## config.mk

```make
export PLATFORM = sky130hd
export DESIGN_NAME = player_state_fsm
export DESIGN_NICKNAME = d
export VERILOG_FILES = /design/src/rtl/player_state_fsm.sv
export SDC_FILE = /design/constraint.sdc
export NUM_CORES = 1
export LEC_CHECK = 0
export ABC_AREA = 1
export CAP_MARGIN = 30
export CORE_MARGIN = 2
export CORE_UTILIZATION = 48
export DETAILED_ROUTE_END_ITERATION = 12
export GPL_TIMING_DRIVEN = 1
export PLACE_DENSITY = 0.79
export SYNTH_ARGS = -nofsm -noshare
export SYNTH_HDL_FRONTEND = slang
export SYNTH_SLANG_ARGS = --single-unit
```

## constraint.sdc

```tcl
create_clock -name clk -period 1.88 [get_ports clk]
set_clock_uncertainty 0.15 [all_clocks]
set_input_delay 0.564 -clock clk [delete_from_list [all_inputs] [get_ports clk]]
set_output_delay 0.564 -clock clk [all_outputs]
set_load 0.005 [all_outputs]
```

## src/rtl/player_state_fsm.sv

```systemverilog
// Per-player character state machine feeding the sprite renderer.
// Button levels are turned into movement and attack states once per game
// frame. A frame counter times the three attack phases.
//
//   state | meaning
//   ------+----------------------------------------------
//   0     | IDLE: no movement, or both directions held
//   1     | Backward: only the backward button held
//   2     | Forward: only the forward button held
//   3     | Attack_start: wind-up, STARTUP_FRAMES ticks
//   4     | Attack_active: hit frames, ACTIVE_FRAMES ticks
//   5     | Attack_recovery: cool-down, RECOVERY_FRAMES ticks
module player_state_fsm #(
  parameter bit          FACING_RIGHT    = 1'b1,
  parameter int unsigned STARTUP_FRAMES  = 4,
  parameter int unsigned ACTIVE_FRAMES   = 2,
  parameter int unsigned RECOVERY_FRAMES = 8
) (
  input  logic       clk,
  input  logic       rst_n,
  input  logic       frame_tick,
  input  logic       btn_left,
  input  logic       btn_right,
  input  logic       btn_attack,
  output logic [2:0] state,
  output logic [5:0] frame_cnt,
  output logic       attack_active,
  output logic       busy
);

  typedef enum logic [2:0] {
    ST_IDLE       = 3'd0,
    ST_BACK       = 3'd1,
    ST_FWD        = 3'd2,
    ST_ATK_START  = 3'd3,
    ST_ATK_ACTIVE = 3'd4,
    ST_ATK_RECOV  = 3'd5
  } state_e;

  // Each phase ends on the tick where the counter already holds DUR-1.
  localparam logic [5:0] STARTUP_LAST  = 6'(STARTUP_FRAMES - 1);
  localparam logic [5:0] ACTIVE_LAST   = 6'(ACTIVE_FRAMES - 1);
  localparam logic [5:0] RECOVERY_LAST = 6'(RECOVERY_FRAMES - 1);

  state_e     state_q, state_d;
  logic [5:0] frame_cnt_q, frame_cnt_d;
  logic       attack_active_q, attack_active_d;
  logic       busy_q, busy_d;
  logic       attack_pending_q, attack_pending_d;
  logic       atk_prev_q, atk_prev_d;

  logic       fwd;
  logic       back;
  logic       atk_rise;
  logic       atk_req;
  state_e     move_state;

  // Map physical buttons to forward/backward and pick the movement state.
  always_comb begin
    fwd        = FACING_RIGHT ? btn_right : btn_left;
    back       = FACING_RIGHT ? btn_left  : btn_right;
    move_state = ST_IDLE;
    if (fwd && !back) begin
      move_state = ST_FWD;
    end else if (back && !fwd) begin
      move_state = ST_BACK;
    end
  end

  // Attack press detection: an edge in the same clk as the tick still counts.
  always_comb begin
    atk_rise         = btn_attack & ~atk_prev_q;
    atk_req          = attack_pending_q | atk_rise;
    atk_prev_d       = btn_attack;
    // The buffer only lives until the next tick, so presses made while
    // attacking are dropped at that tick instead of queueing a new attack.
    attack_pending_d = frame_tick ? 1'b0 : (attack_pending_q | atk_rise);
  end

  // Next-state and frame counter; everything holds between frame ticks.
  always_comb begin
    state_d     = state_q;
    frame_cnt_d = frame_cnt_q;
    if (frame_tick) begin
      case (state_q)
        ST_IDLE, ST_BACK, ST_FWD: begin
          frame_cnt_d = 6'd0;
          if (atk_req) begin
            state_d = ST_ATK_START;
          end else begin
            state_d = move_state;
          end
        end
        ST_ATK_START: begin
          if (frame_cnt_q == STARTUP_LAST) begin
            state_d     = ST_ATK_ACTIVE;
            frame_cnt_d = 6'd0;
          end else begin
            frame_cnt_d = frame_cnt_q + 6'd1;
          end
        end
        ST_ATK_ACTIVE: begin
          if (frame_cnt_q == ACTIVE_LAST) begin
            state_d     = ST_ATK_RECOV;
            frame_cnt_d = 6'd0;
          end else begin
            frame_cnt_d = frame_cnt_q + 6'd1;
          end
        end
        ST_ATK_RECOV: begin
          if (frame_cnt_q == RECOVERY_LAST) begin
            state_d     = move_state;
            frame_cnt_d = 6'd0;
          end else begin
            frame_cnt_d = frame_cnt_q + 6'd1;
          end
        end
        default: begin
          state_d     = ST_IDLE;
          frame_cnt_d = 6'd0;
        end
      endcase
    end
  end

  // Status flags are derived from the next state so they land with it.
  always_comb begin
    attack_active_d = (state_d == ST_ATK_ACTIVE);
    busy_d          = (state_d == ST_ATK_START) ||
                      (state_d == ST_ATK_ACTIVE) ||
                      (state_d == ST_ATK_RECOV);
  end

  // Single register stage for state, counter, flags and the attack buffer.
  always_ff @(posedge clk or negedge rst_n) begin
    if (!rst_n) begin
      state_q          <= ST_IDLE;
      frame_cnt_q      <= 6'd0;
      attack_active_q  <= 1'b0;
      busy_q           <= 1'b0;
      attack_pending_q <= 1'b0;
      atk_prev_q       <= 1'b0;
    end else begin
      state_q          <= state_d;
      frame_cnt_q      <= frame_cnt_d;
      attack_active_q  <= attack_active_d;
      busy_q           <= busy_d;
      attack_pending_q <= attack_pending_d;
      atk_prev_q       <= atk_prev_d;
    end
  end

  assign state         = state_q;
  assign frame_cnt     = frame_cnt_q;
  assign attack_active = attack_active_q;
  assign busy          = busy_q;

endmodule

```

Word level (Yosys, flattened, before mapping) --
Index checks and enable logic that the tools add are counted.
Cells by class: add/subtract/negate cells 1, multipliers 0, divide/modulo/power cells 0, $lt $le $gt $ge 0, eq/ne operators 11, shift operators 0, mux-type cells 13, bitwise logic cells 3, reductions and logical operators 8
Operators by type and width (number):
- 3-bit two-way mux | 6
- 6-bit two-way mux | 3
- 6-bit one-hot mux with 3 select lines | 1
- 3-bit == test (second input constant) | 4
- 3-bit one-hot mux with 4 select lines | 1
- 3-bit by 2-bit == test with 1-bit output (second input constant) | 3
- 6-bit by 1-bit adder with 6-bit output (second input constant) | 1
- 6-bit by 1-bit == test with 1-bit output (second input constant) | 1
- 6-bit by 2-bit == test with 1-bit output (second input constant) | 1
- 6-bit by 3-bit == test with 1-bit output (second input constant) | 1
- 3-bit by 1-bit == test with 1-bit output (second input constant) | 1
- 3-bit zero test | 1
- 3-bit OR reduction | 1
- 1-bit logical AND | 2
- 1-bit zero test | 2
- 1-bit logical OR | 2
- 1-bit two-way mux | 2
- 1-bit bitwise AND | 1
- 1-bit NOT | 1
- 1-bit OR | 1
Storage, ports and cells: bits in registers 13, bits in latches 0, memory bits (writable) 0, bits in read-only memories 0, input bits 6, output and inout port bits 11, logic and storage cells 42, memories kept 0

Depth between registers and ports, before layout --
Gate-level depths: netlist of the first run.
depth in word-level cells 10, mapped depth 11, mapped depth without buffers 11

Least setup slack after synthesis of the first run --
Ideal clock, no wire load.
path type register to register, start register frame_cnt_q[0], in the netlist frame_cnt[0], end register busy_q, in the netlist busy, library setup time 117 ps, data arrival time 1300 ps, path slack 314 ps, cell stages (with the launch flop) 11, period minus slack after synthesis 1566 ps, path through dfrtp_1 > ha_1 > nand2_1 > inv_1 > nand3_1 > nand2_1 > nand2_1 > o21ai_1 > nand2_1 > nand2_1 > nand2_1
On the way: longest elaborated chain between the ends 7, elaborated cells on any way between the ends 13
RTL lines:
- start, declared | RTL line 46 | logic [5:0] frame_cnt_q, frame_cnt_d;
- start signal, assigned | RTL line 145 | frame_cnt_q <= frame_cnt_d;
- 6-bit by 3-bit == test with 1-bit output, or another cell as far along | RTL line 111 | if (frame_cnt_q == RECOVERY_LAST) begin
- 3-bit two-way mux, on equally long branches | RTL line 111, 103, 95
- 3-bit one-hot mux with 4 select lines (*) | RTL line 85 | case (state_q)
- 3-bit two-way mux (*) | RTL line 84 | if (frame_tick) begin
- named net state_d[0] | RTL line 45 | state_e state_q, state_d;
- 3-bit by 2-bit == test with 1-bit output or 3-bit == test (tied branches) | RTL line 129, 130
- 1-bit logical OR | RTL line 129 | busy_d = (state_d == ST_ATK_START) ||
- 1-bit logical OR (*) | RTL line 130 | (state_d == ST_ATK_ACTIVE) ||
- named net busy_d | RTL line 48 | logic busy_q, busy_d;
- end signal, assigned | RTL line 147 | busy_q <= busy_d;
- end, declared | RTL line 48
Mark *: on every way through the listed nets, which the timed path passes. The rest lies on a longest branch. A chain may end at the register's enable or synchronous reset.

Final worst setup path of the first run --
start register state_q[2], in the netlist state[2], end output state[2]
RTL lines:
- start, declared | RTL line 45
- start signal, assigned | RTL line 144 | state_q <= state_d;
- end, declared | RTL line 25 | output logic [2:0] state,
No word-level cell between the ends.

==> results of run 1 <==
[final cells by class]
type / instances / area, um2 / area share
flip-flops and latches: 13 / 328 / 0.307
repair buffers: 28 / 262 / 0.245
well taps: 16 / 20.0 / 0.0188
clock buffers: 4 / 26.3 / 0.0246
inverters: 14 / 52.6 / 0.0492
multi-input cells: 74 / 379 / 0.355
[repair_timing]
item,in CTS,in global routing
setup endpoints to repair,9,9
resized for setup,3,8
setup buffers,8,1
[worst paths after layout]
path	end	startpoint	depth (start not counted)
max	state[2]	state[2]	1
min	attack_pending_q	attack_pending_q	2
max reg2reg	busy	frame_cnt[1]	10
min reg2reg	attack_pending_q	attack_pending_q	2
max in group asynchronous	frame_cnt[5]	rst_n	2
min in group asynchronous	state[0]	rst_n	2
[metrics by stage]
stage               cells  area (um2)  total power [W]  hold WS [ns]
global route          149        1070         0.000683         0.431
detailed placement    136         950         0.000457         0.386
global placement      136         950         0.000454         0.381
CTS                   148        1040         0.000646         0.402
finish                149        1070         0.000645         0.397
floorplan             102         761         0.000390         0.118
[power groups by stage]
stage	Sequential, W	Combinational (W)	Clock [W]
final	0.000303	0.000164	0.000178
after global routing	0.000305	0.000185	0.000192
after CTS	0.000304	0.000164	0.000179
after detailed placement	0.000317	0.000140	0
after global placement	0.000317	0.000137	0
after floorplan	0.000316	0.0000747	0
[sequential cells by signal (all words and copies together), names as in the netlist]
signal,count
atk_prev_q,1
attack_active,1
attack_pending_q,1
busy,1
frame_cnt,6
state,3
[metal layers]
| metal | share of wire | vias up |
|---|---|---|
| met5 | 0 | - |
| met2 | 0.46 | 24 |
| met3 | 0.052 | 4 |
| met1 | 0.47 | 354 |
| li1 | - | 387 |
| met4 | 0.017 | 0 |
[layout by cell type (no fill, tap or decap), types with 2 or more instances in the layout]
cell type,Yosys,layout
nand2_1,28,27
nand2_2,2,3
nand3_1,10,10
clkbuf_4,0,3
o22ai_1,2,2
clkdlybuf4s50_1,0,10
nor2_1,12,12
buf_4,0,12
o21ai_0,4,4
inv_1,14,14
a21oi_1,4,4
dlymetal6s2s_1,0,5
dfrtp_1,13,11
dfrtp_2,0,2
[cell families after synthesis]
logic type               count (synthesis)  share of synthesized area
XOR/XNOR                                 2                     0.0230
adder cells (fa/ha/maj)                  2                     0.0329
flip-flops                              13                      0.428
AO/OA/AOI/OAI                           13                     0.0970
buffers and inverters                   15                     0.0872
AND/OR/NAND/NOR                         57                      0.332
==> impl_metrics.toml, run 1 <==
[synthesis]
synth.yosys.seq_area_share = 0.428
ys_warn_count = 0
synth_top_area_share = 0.428
synth.most_common_cell = "nand2_1"
yosysTopAreaCell = "dfrtp_1"
synthTopCellsByArea = "dfrtp_1, nand2_1, inv_1"
syn_inst = 102
synth_fp_nets = 110
syn_area_per_cell_um2 = 7.46
ys_types = 21
synth_area_um2 = 761
synthFlopType = "dfrtp_1"
synthTopCellsByCount = "nand2_1, inv_1, dfrtp_1"
async_flop_share = 1.00
synth_edf_count = 0
yosys_register_bits = 13

[worst_setup_path]
cp.required_ns = 1.17
arrival_ns = 1.14
startpoint_type = "register"
cp_max_fo = 2
endpoint_kind = "output port"
cp_cell_sequence = "clkdlybuf4s50_1"
path_delay_family = "buffers and inverters"
cp_slowest_cell = "clkdlybuf4s50_1"
r2r_setup_slack_ns = 0.14
worstSetupPathType = "reg -> out"
critPathMaxStageDelay_ns = 0.50
path_buf_inv = 1

[floorplan]
num_rows = 14
design.portCount = 17
fp.coreArea_um2 = 1490
initial_core_util = 0.511
die_h_um = 43.8
die_w_um = 43.8
die_area_um2 = 1920

[detailed_routing]
dr.first_iter.drc_count = 26
dr.pass1.iters = 4
post_drt_wl_per_cell_um = 12.1
dr_total_vias = 769
drc = 0
ant_nets = 0
drt-total-wl_um = 1800
viasPerCell = 5.16

[grt]
grtUsageMet3 = 0.0375
grt_pass1_wl_um = 3000
grt_remaining_overflow = 0
use_met1 = 0.302
grt_max_degree = 14
antenna_found_initial = 0
grt_pass1_vias = 700
grt_busiest_layer = "met2"
grt_util_met2 = 0.321
groute.usage.overall = 0.213

[timing]
tns_ns = 0
worst_pin_slew_ns = 0.279
final.setup.worst_slack_ns = 0.0287
finalSetupViolCount = 0
timing.final.crit_period_ns = 1.85
drv_slew = 0
hold_violations = 0
grt_setup_unrepaired = "yes"
max_slew_margin = 0.813
finalCritPeriodShare = 0.985
max_freq_mhz = 540

[power_and_ir_drop]
switching_share = 0.294
switchingPower_w = 0.000190
clkPwrFrac = 0.276
power_density_nw_per_um2 = 605
power_frac_comb = 0.254
p_leak_nw = 0.603
seq_power_share = 0.470
irDropWorstVdd_mv = 0.558
internal-power_w = 0.000455

[clock_network]
h-tree-depth = 1
hold_buffers = 0
clockRootBuffer = "clkbuf_4"
clk_pin_slew_ns = 0.08
clk_path_buf_depth = 2
cts.sinks = 13
cts_tree = "yes"
cts_made_buffers = 3
clock_latency_ns = 0.28

[final_layout]
antenna_cells = 0
syn_to_final_growth_pct = 40.3
fill_cells = 117
fin_nets = 142
utilization = 0.717
drive_gt1_frac = 0.188

[flow_run]
maxCapViolations = 0

[placement]
dp_hpwl_um = 1270
gp_congestion = 0.857
io_buffers = 16
post-place-ws_ns = -0.155

[run_status]
status = "finished, final reports clean"

[worst_hold_path]
hp-class = "reg -> reg"
Power figures use the tool's default switching activity.
==> run 2, diff against run 1 <==
--- a/config.mk
+++ b/config.mk
@@ -7,6 +7,7 @@
 export LEC_CHECK = 0
 export ABC_AREA = 1
 export CAP_MARGIN = 30
+export CORE_ASPECT_RATIO = 1.1
 export CORE_MARGIN = 2
 export CORE_UTILIZATION = 48
 export DETAILED_ROUTE_END_ITERATION = 12
@@ -15,3 +16,4 @@
 export SYNTH_ARGS = -nofsm -noshare
 export SYNTH_HDL_FRONTEND = slang
 export SYNTH_SLANG_ARGS = --single-unit
+export TNS_END_PERCENT = 5
==> run 2 against run 1 <==
Net effect: first-iteration DRC count is 27% lower; power is 4.6% lower; sequential power is 2% higher; setup slack better by 0.0012 ns; register-to-register slack better by 0.03 ns; critical endpoint is now frame_cnt[5]; die area hardly changed.
==> impl_metrics.toml, run 2 (synthesis gave the netlist of run 1 again) <==
[power_and_ir_drop]
power_frac_comb = 0.214
irDropWorstVdd_mv = 0.548
switchingPower_w = 0.000178
internal-power_w = 0.000438
finalPower_w = 0.000615
p_leak_nw = 0.510
switching_share = 0.289
power_density_nw_per_um2 = 628
clkPwrFrac = 0.282
seq_power_share = 0.504

[grt]
grtUsageMet3 = 0.0278
use_met1 = 0.234
grt_pass1_vias = 638
grt_busiest_layer = "met2"
grt_remaining_overflow = 0
grt_util_met2 = 0.303
antenna_found_initial = 0
grt_max_degree = 14
groute.usage.overall = 0.178
grt_pass1_wl_um = 2590

[timing]
hold_violations = 0
worst_pin_slew_ns = 0.281
finalSetupViolCount = 0
drv_slew = 0
final.setup.worst_slack_ns = 0.0299
timing.final.crit_period_ns = 1.85
max_slew_margin = 0.812
finalCritPeriodShare = 0.984
max_freq_mhz = 541
grt_setup_unrepaired = "no"

[final_layout]
antenna_cells = 0
mostFrequentLayoutCell = "nand2_1"
ff_latch_area_um2 = 328
final_cell_mix = "nand2_1, inv_1, nor2_1"
syn_to_final_growth_pct = 28.8
final_area_um2 = 980
largest_reg_flops = 6
multi_input_area_um2 = 372
fill_cells = 136
drive_gt1_frac = 0.120
fin_nets = 134

[detailed_routing]
dr_total_vias = 718
drc = 0
post_drt_wl_per_cell_um = 11.5
dr.first_iter.drc_count = 19
ant_nets = 0
dr.pass1.iters = 4
drt-total-wl_um = 1630
viasPerCell = 5.06

[worst_setup_path]
cp.required_ns = 1.17
reg2reg_from = "frame_cnt[0]"
startpoint_type = "register"
endpoint_kind = "output port"
worstSetupPathType = "reg -> out"
cp_slowest_cell = "clkdlybuf4s50_1"
r2r_cells = 10
critPathMaxStageDelay_ns = 0.50
path_delay_family = "buffers and inverters"
arrival_ns = 1.14
cp_cell_sequence = "clkdlybuf4s50_1"
rr_endpoint = "busy"
cp_max_fo = 2
path_buf_inv = 1
r2r_setup_slack_ns = 0.17

[placement]
postPlaceCellArea_um2 = 951
dp_hpwl_um = 1190
gp_congestion = 0.840
post-place-ws_ns = -0.0771
io_buffers = 16

[floorplan]
die_h_um = 45.8
initial_core_util = 0.500
design.portCount = 17
num_rows = 15
die_w_um = 42.0
die_area_um2 = 1920
fp.coreArea_um2 = 1520

[worst_hold_path]
whs_path_depth = 3
holdPathEnd = "attack_pending_q"
hp-class = "reg -> reg"
worstHoldStart = "atk_prev_q"

[clock_network]
hold_buffers = 0
clk_pin_slew_ns = 0.08
clock_latency_ns = 0.27
clockRootBuffer = "clkbuf_4"
cts_made_buffers = 3
cts_tree = "yes"
h-tree-depth = 1
cts.sinks = 13
clk_path_buf_depth = 2

[run_status]
status = "finished, final reports clean"

[flow_run]
maxCapViolations = 0
==> run 2: cell count changes in the layout (fill, tap and decap cells not counted), sizes merged <==
cell,before,now
clkdlybuf4s50,10,8
dlygate4sd2,1,8
dlymetal6s2s,5,0
buf,12,4
==> run 2: worst max-delay path by stage <==
stage	endpoint	cells after the start	slack, ns	start
after floorplan	busy	10	0.31	frame_cnt[0]
after global placement	busy	10	-0.05	btn_left
after detailed placement	frame_cnt[0]	5	-0.08	frame_tick
after CTS	frame_cnt[5]	1	0.04	frame_cnt[5]
after global routing	frame_cnt[5]	1	0.004	frame_cnt[5]
final	frame_cnt[5]	1	0.03	frame_cnt[5]
==> run 2: cell type report <==
| cell class | count | share of cell area |
|---|---|---|
| clock buffers | 4 | 0.0268 |
| inverters | 14 | 0.0536 |
| well taps | 17 | 0.0217 |
| flip-flops and latches | 13 | 0.335 |
| repair buffers | 20 | 0.184 |
| multi-input cells | 74 | 0.379 |
==> run 2: repair_timing <==
| action | in CTS | in global routing |
|---|---|---|
| resized for setup | 9 | 2 |
| endpoints found under the hold margin | 0 | 0 |
| buffers inserted | 1 | 0 |
| gates cloned | 0 | 0 |
| setup endpoints to repair | 9 | 2 |
==> run 2: layer usage <==
layer	vias up	wire length, um
met5	-	0
li1	372	-
met3	4	59
met2	17	756
met4	0	21
met1	325	791
==> run 2: power by group through the flow <==
stage               Clock [W]  Sequential [W]  Combinational (W)
CTS                  0.000178        0.000310           0.000132
global route         0.000185        0.000315           0.000150
global placement            0        0.000316           0.000137
detailed placement          0        0.000316           0.000139
finish               0.000173        0.000310           0.000132
floorplan                   0        0.000316          0.0000747
==> run 2: through the flow <==
step,utilization,hold WS [ns],cells,TNS (ns)
5_1_grt,0.644,0.439,142,0
2_1_floorplan,-,0.118,102,0
4_1_cts,0.642,0.409,142,0
6_report,0.644,0.393,142,0
3_5_place_dp,0.626,0.392,137,-0.326
3_3_place_gp,0.626,0.386,137,-0.138
